[src/rtl/mdio_pkg.sv]
// Shared constants, state encoding and frame builder for the Clause-22 MDIO master.
package mdio_pkg;

  localparam logic [1:0] ST_BITS = 2'b01;
  localparam logic [1:0] OP_WR   = 2'b01;
  localparam logic [1:0] OP_RD   = 2'b10;
  localparam logic [1:0] TA_WR   = 2'b10;

  localparam int FRAME_BITS = 64;
  localparam int PRE_BITS   = 32;
  localparam int IDX_TA     = 46;
  localparam int IDX_DATA   = 48;

  typedef enum logic [1:0] {
    IDLE,
    SHIFT,
    DONE
  } state_t;

  // Frame image with bit 0 (first on the wire) at the MSB; for reads the
  // turnaround and data fields are filled with ones since the line is released.
  function automatic logic [FRAME_BITS-1:0] buildFrame(input logic       isRead,
                                                       input logic [4:0] phyAd,
                                                       input logic [4:0] regAd,
                                                       input logic [15:0] data);
    buildFrame = {{PRE_BITS{1'b1}}, ST_BITS, (isRead ? OP_RD : OP_WR), phyAd, regAd,
                  (isRead ? 2'b11 : TA_WR), (isRead ? 16'hFFFF : data)};
  endfunction

endpackage

[src/rtl/mdio_clk_gen.sv]
// MDC generator: DIV_HALF clocks low then DIV_HALF clocks high, parked low when disabled.
module mdio_clk_gen #(
  parameter int DIV_HALF = 20
) (
  input  logic clk,
  input  logic rst,
  input  logic en,
  output logic mdc,
  output logic rise_stb,
  output logic fall_stb
);

  localparam int CNT_W = (DIV_HALF > 1) ? $clog2(DIV_HALF) : 1;
  localparam logic [CNT_W-1:0] CNT_LAST = CNT_W'(DIV_HALF - 1);

  logic [CNT_W-1:0] cnt_q, cnt_d;
  logic             mdc_q, mdc_d;
  logic             wrap;

  assign wrap     = en && (cnt_q == CNT_LAST);
  assign rise_stb = wrap && !mdc_q;
  assign fall_stb = wrap && mdc_q;
  assign mdc      = mdc_q;

  // Half-period counter; a wrap toggles mdc, and disabling restarts a low phase.
  always_comb begin
    cnt_d = cnt_q;
    mdc_d = mdc_q;
    if (!en) begin
      cnt_d = '0;
      mdc_d = 1'b0;
    end else if (wrap) begin
      cnt_d = '0;
      mdc_d = !mdc_q;
    end else begin
      cnt_d = cnt_q + 1'b1;
    end
  end

  // Counter and mdc registers.
  always_ff @(posedge clk or posedge rst) begin
    if (rst) begin
      cnt_q <= '0;
      mdc_q <= 1'b0;
    end else begin
      cnt_q <= cnt_d;
      mdc_q <= mdc_d;
    end
  end

endmodule

[src/rtl/mdio_master.sv]
// Clause-22 MDIO master: serialises one 64-bit read/write frame per request.
module mdio_master
  import mdio_pkg::*;
#(
  parameter int DIV_HALF = 20
) (
  input  logic        clk,
  input  logic        rst,
  input  logic [4:0]  phy_add,
  input  logic [4:0]  reg_add,
  input  logic [15:0] wr_data,
  input  logic        wren,
  input  logic        rden,
  output logic        busy,
  output logic [15:0] rd_data,
  output logic        rd_valid,
  output logic        rd_err,
  output logic        mdc,
  output logic        mdio_o,
  output logic        mdio_oe,
  input  logic        mdio_i
);

  localparam logic [5:0] BIT_OE_OFF = 6'(IDX_TA - 1);
  localparam logic [5:0] BIT_TA_SMP = 6'(IDX_TA + 1);
  localparam logic [5:0] BIT_DATA   = 6'(IDX_DATA);
  localparam logic [5:0] BIT_LAST   = 6'(FRAME_BITS - 1);

  state_t                  state_q, state_d;
  logic [FRAME_BITS-1:0]   shiftReg_q, shiftReg_d;
  logic [5:0]              bitCnt_q, bitCnt_d;
  logic                    isRead_q, isRead_d;
  logic                    mdioOe_q, mdioOe_d;
  logic [15:0]             capture_q, capture_d;
  logic                    taErr_q, taErr_d;
  logic [15:0]             rdData_q, rdData_d;
  logic                    rdValid_q, rdValid_d;
  logic                    rdErr_q, rdErr_d;

  logic [FRAME_BITS-1:0]   loadFrame;
  logic                    genEn, genMdc, riseStb, fallStb;

  // The generator keeps running through DONE to time the tail gap, but the
  // pin only sees mdc while bits are actually being shifted.
  assign genEn     = (state_q != IDLE);
  assign loadFrame = buildFrame(!wren, phy_add, reg_add, wr_data);

  mdio_clk_gen #(.DIV_HALF(DIV_HALF)) u_clk_gen (
    .clk      (clk),
    .rst      (rst),
    .en       (genEn),
    .mdc      (genMdc),
    .rise_stb (riseStb),
    .fall_stb (fallStb)
  );

  assign busy     = (state_q != IDLE);
  assign mdc      = genMdc && (state_q == SHIFT);
  assign mdio_o   = shiftReg_q[FRAME_BITS-1];
  assign mdio_oe  = mdioOe_q;
  assign rd_data  = rdData_q;
  assign rd_valid = rdValid_q;
  assign rd_err   = rdErr_q;

  // Next-state logic: load the frame on accept, shift on mdc falls, sample on mdc rises.
  always_comb begin
    state_d    = state_q;
    shiftReg_d = shiftReg_q;
    bitCnt_d   = bitCnt_q;
    isRead_d   = isRead_q;
    mdioOe_d   = mdioOe_q;
    capture_d  = capture_q;
    taErr_d    = taErr_q;
    rdData_d   = rdData_q;
    rdValid_d  = 1'b0;
    rdErr_d    = rdErr_q;

    case (state_q)
      IDLE: begin
        if (wren || rden) begin
          state_d    = SHIFT;
          isRead_d   = !wren;
          shiftReg_d = loadFrame;
          bitCnt_d   = '0;
          mdioOe_d   = 1'b1;
          capture_d  = '0;
          taErr_d    = 1'b0;
        end
      end

      SHIFT: begin
        if (riseStb) begin
          if (isRead_q && (bitCnt_q == BIT_TA_SMP)) begin
            taErr_d = mdio_i;
          end
          if (bitCnt_q >= BIT_DATA) begin
            capture_d = {capture_q[14:0], mdio_i};
          end
        end
        if (fallStb) begin
          if (bitCnt_q == BIT_LAST) begin
            state_d    = DONE;
            shiftReg_d = '1;
            mdioOe_d   = 1'b0;
          end else begin
            bitCnt_d   = bitCnt_q + 1'b1;
            shiftReg_d = {shiftReg_q[FRAME_BITS-2:0], 1'b1};
            if (isRead_q && (bitCnt_q == BIT_OE_OFF)) begin
              mdioOe_d = 1'b0;
            end
          end
        end
      end

      DONE: begin
        if (fallStb) begin
          state_d = IDLE;
          if (isRead_q) begin
            rdData_d  = capture_q;
            rdErr_d   = taErr_q;
            rdValid_d = 1'b1;
          end
        end
      end

      default: begin
        state_d = IDLE;
      end
    endcase
  end

  // State and datapath registers.
  always_ff @(posedge clk or posedge rst) begin
    if (rst) begin
      state_q    <= IDLE;
      shiftReg_q <= '1;
      bitCnt_q   <= '0;
      isRead_q   <= 1'b0;
      mdioOe_q   <= 1'b0;
      capture_q  <= '0;
      taErr_q    <= 1'b0;
      rdData_q   <= '0;
      rdValid_q  <= 1'b0;
      rdErr_q    <= 1'b0;
    end else begin
      state_q    <= state_d;
      shiftReg_q <= shiftReg_d;
      bitCnt_q   <= bitCnt_d;
      isRead_q   <= isRead_d;
      mdioOe_q   <= mdioOe_d;
      capture_q  <= capture_d;
      taErr_q    <= taErr_d;
      rdData_q   <= rdData_d;
      rdValid_q  <= rdValid_d;
      rdErr_q    <= rdErr_d;
    end
  end

endmodule

[config.mk]
export PLATFORM = sky130hd
export DESIGN_NAME = mdio_master
export DESIGN_NICKNAME = d
export VERILOG_FILES = /design/src/rtl/mdio_pkg.sv /design/src/rtl/mdio_clk_gen.sv /design/src/rtl/mdio_master.sv
export SDC_FILE = /design/constraint.sdc
export NUM_CORES = 1
export LEC_CHECK = 0
export CORE_UTILIZATION = 55
export CTS_BUF_LIST = sky130_fd_sc_hd__clkbuf_16
export DETAILED_ROUTE_END_ITERATION = 8
export PLACE_DENSITY = 0.78
export SLEW_MARGIN = 20
export SYNTH_ARGS = -nofsm -noshare
export SYNTH_HDL_FRONTEND = slang
export SYNTH_SLANG_ARGS = --single-unit
[constraint.sdc]
create_clock -name clk -period 11 [get_ports clk]
set_input_delay 2.75 -clock clk [delete_from_list [all_inputs] [get_ports clk]]
set_output_delay 2.75 -clock clk [all_outputs]
set_load 0.005 [all_outputs]
==> metrics <==
outcome finished, final reports clean; layout cells sized above 1 28.9%; commonest non-fill, non-tap cell in the layout dfstp_2; Final TNS setup 0 ps; Post-Synthesis Cell Area 4900 sq um; first-pass GRT wire length 15.2 mm; largest family of logic cells by synthesized area compound AO/OA/AOI/OAI gates; clock sinks 115; final worst-path cycle share 42.2%; Pint 839 uW; Post-CTS Repair Setup Buffers 0; XOR/XNOR share of the synthesized area 0.358%; sw power 211 uW; Worst Path Arrival 1890 ps; DRT iter0 DRCs 205; max cap viols 0; ys flop type dfstp_2; CP required 8250 ps; FF-to-FF End shiftReg_q[31]; worst-margin pin slew 940 ps; Max VDD drop 0.000138 V; largest net degree at the start of global routing 80; post-synthesis adder-cell area fraction 0.767%; Synth Area in Simple Gates 9.25%; post-synthesis sequential area ratio 60.4%; vias in the first global route 3085; Slew headroom 37.2%; CTS H-tree lvls 4; WL final 9.20 mm; drt first pass iters 4; die width 96.4 um; CTS max path bufs 2; CP max-delay cell clkdlybuf4s50_1; detailed placement HPWL 5.35 mm; Post-synth EDFFs 0; min-delay worst type flop to flop; crit path capture type output port; Inst Count DP 516; Resized Gates After CTS 0; CTS tree built; Syn Area/Cell 12.9 sq um; Worst-Skew Late Latency 400 ps; synthesis-stage register bit count 115; CP cell instances nor2_2, inv_4, clkdlybuf4s50_1; DR vias/cell 5.85; cells after synthesis 379; CORE AREA 8680 sq um; Reg power frac 40.5%; mux cell area share after synthesis 4.60%; Hold Violations, Final 0; clock share of power 57.5%; HP Start u_clk_gen.cnt_q[0]; worst r2r path cells 5; Setup violations, final 0; worst hold slack 460 ps; num rows 34; pwr/cell area 173 nW/um^2; vias post-DR 3204; crit-path max cell delay 480 ps; CP startpoint kind flop; gr ovfl total 0; Leak 0.00259 uW; CTS Hold Buffers Added 0; syn nets 413; GRT Resource Usage Total 22.0%; RR Startpoint u_clk_gen.cnt_q[0]; YS warnings 0; initial antenna violation count 0; ys async rst share 100%; combinational share of power 2.0%; number of buffers created by CTS 17; most frequent cells in the layout 64 x dfstp_2, 52 x clkdlybuf4s50_1, 51 x dfrtp_1, 50 x o22a_1, 27 x nand2_1; Ant. Diodes 0; Remaining DRCs 0; die area 9280 sq um; Final GP Congestion 0.826; Setup CP Type flop to output port; Util after Layout 70.0%; PortBufs 52; Avg WL per Cell 16.8 um; crit path time final 4640 ps; fin. max-slew vios 0; clk_skew 7.44 ps; CP max FO 9; Fmax 216 MHz; final net count 461; Reg clk slew, reported paths 50 ps; Routed Antenna Nets 0; switching share of total power 20.1%; Non-Filler Instances 548; die extent in y 96.4 um; RSZ-0062 raised after global routing no; I/O pin total 53; FF-to-FF setup slack 8280 ps; area grow syn2layout 24.1%; Hold Path End u_clk_gen.cnt_q[0]; number of distinct library cells after synthesis 52; Root Buffer Master clkbuf_16; compound-cell area share of the yosys netlist 20.9%; hold depth 1; Initial Utilization 56.4%
-- stage by stage --
step                      cell area [sq um]  setup slack (ps)  power [uW]
after global placement                 5420              6360         453
after detailed placement               5420              6310         454
after CTS                              6070              6340        1060
after global routing                   6070              6290        1080
after floorplan                        4900              5310         440
final                                  6070              6360        1050
-- kinds of logic (layout without fill, tap and decap cells) --
| family | after synthesis | in the layout |
|---|---|---|
| compound gates | 124 | 124 |
| xor+xnor | 2 | 2 |
| fa+ha+maj | 3 | 3 |
| buf+inv | 33 | 94 |
| flops | 115 | 115 |
| mux | 17 | 17 |
| simple gates | 85 | 85 |
-- power by group through the flow --
stage | logic [uW] | registers, uW | clock network (uW)
after detailed placement | 21.4 | 433 | 0
final | 20.9 | 426 | 604
after global placement | 20.9 | 433 | 0
after CTS | 21.5 | 426 | 610
after global routing | 23.3 | 426 | 631
after floorplan | 7.37 | 432 | 0
-- Yosys cell counts, types with 3 or more instances --
library cell | number | area share (%)
a21oi_1 | 8 | 0.82
a22o_1 | 15 | 2.7
a41oi_1 | 11 | 2.0
and3_1 | 5 | 0.64
buf_2 | 14 | 1.4
buf_4 | 4 | 0.61
buf_6 | 3 | 0.69
clkbuf_1 | 4 | 0.31
dfrtp_1 | 51 | 26
dfstp_2 | 64 | 34
ha_1 | 3 | 0.77
inv_1 | 7 | 0.54
mux2_2 | 8 | 1.8
mux2_4 | 9 | 2.8
nand2_1 | 27 | 2.1
nand3_1 | 6 | 0.61
nand3b_1 | 3 | 0.46
nor2_1 | 20 | 1.5
nor3_1 | 5 | 0.51
o211ai_1 | 3 | 0.46
o21a_1 | 19 | 2.9
o21ai_0 | 4 | 0.41
o22a_1 | 50 | 8.9
-- layer usage --
| layer | up-vias | global-route usage [%] | share of wire, % | routed length, um |
|---|---|---|---|---|
| met5 | - | 0 | 0 | 0 |
| met4 | 0 | 8.58 | 0.80 | 74 |
| met3 | 5 | 5.92 | 3.5 | 318 |
| met2 | 62 | 34.0 | 50 | 4580 |
| met1 | 1626 | 29.6 | 46 | 4230 |
| li1 | 1511 | - | - | - |
-- final cells by class --
class	instances	area (sq um)
clock buffers	17	425
inverters	8	35.0
repair buffers	54	536
fillers	592	2600
flip-flops and latches	115	2960
multi-input cells	231	1760
well taps	108	135
clock inverters	15	229
-- sequential cells by signal, summed over array words and instances (netlist names) --
signal / count
bitCnt_q: 6
capture_q: 16
isRead_q: 1
mdio_oe: 1
rd_data: 16
rd_err: 1
rd_valid: 1
shiftReg_q: 64
state_q: 2
taErr_q: 1
u_clk_gen.cnt_q: 5
u_clk_gen.mdc: 1
-- how the worst max path moves through the flow --
stage	startpoint	endpoint	slack, ps
after floorplan	rst	bitCnt_q[0]	5310
after global placement	wren	bitCnt_q[3]	6360
after detailed placement	wren	bitCnt_q[3]	6310
after CTS	state_q[1]	busy	6340
after global routing	state_q[1]	busy	6290
final	state_q[1]	busy	6360
-- worst max-delay path: cells and delay by family (launching register included) --
| kind | cells | cell delay, ps |
|---|---|---|
| buf+inv | 2 | 610 |
| flops | 1 | 460 |
| simple gates | 1 | 410 |
Power figures use the tool's default switching activity.
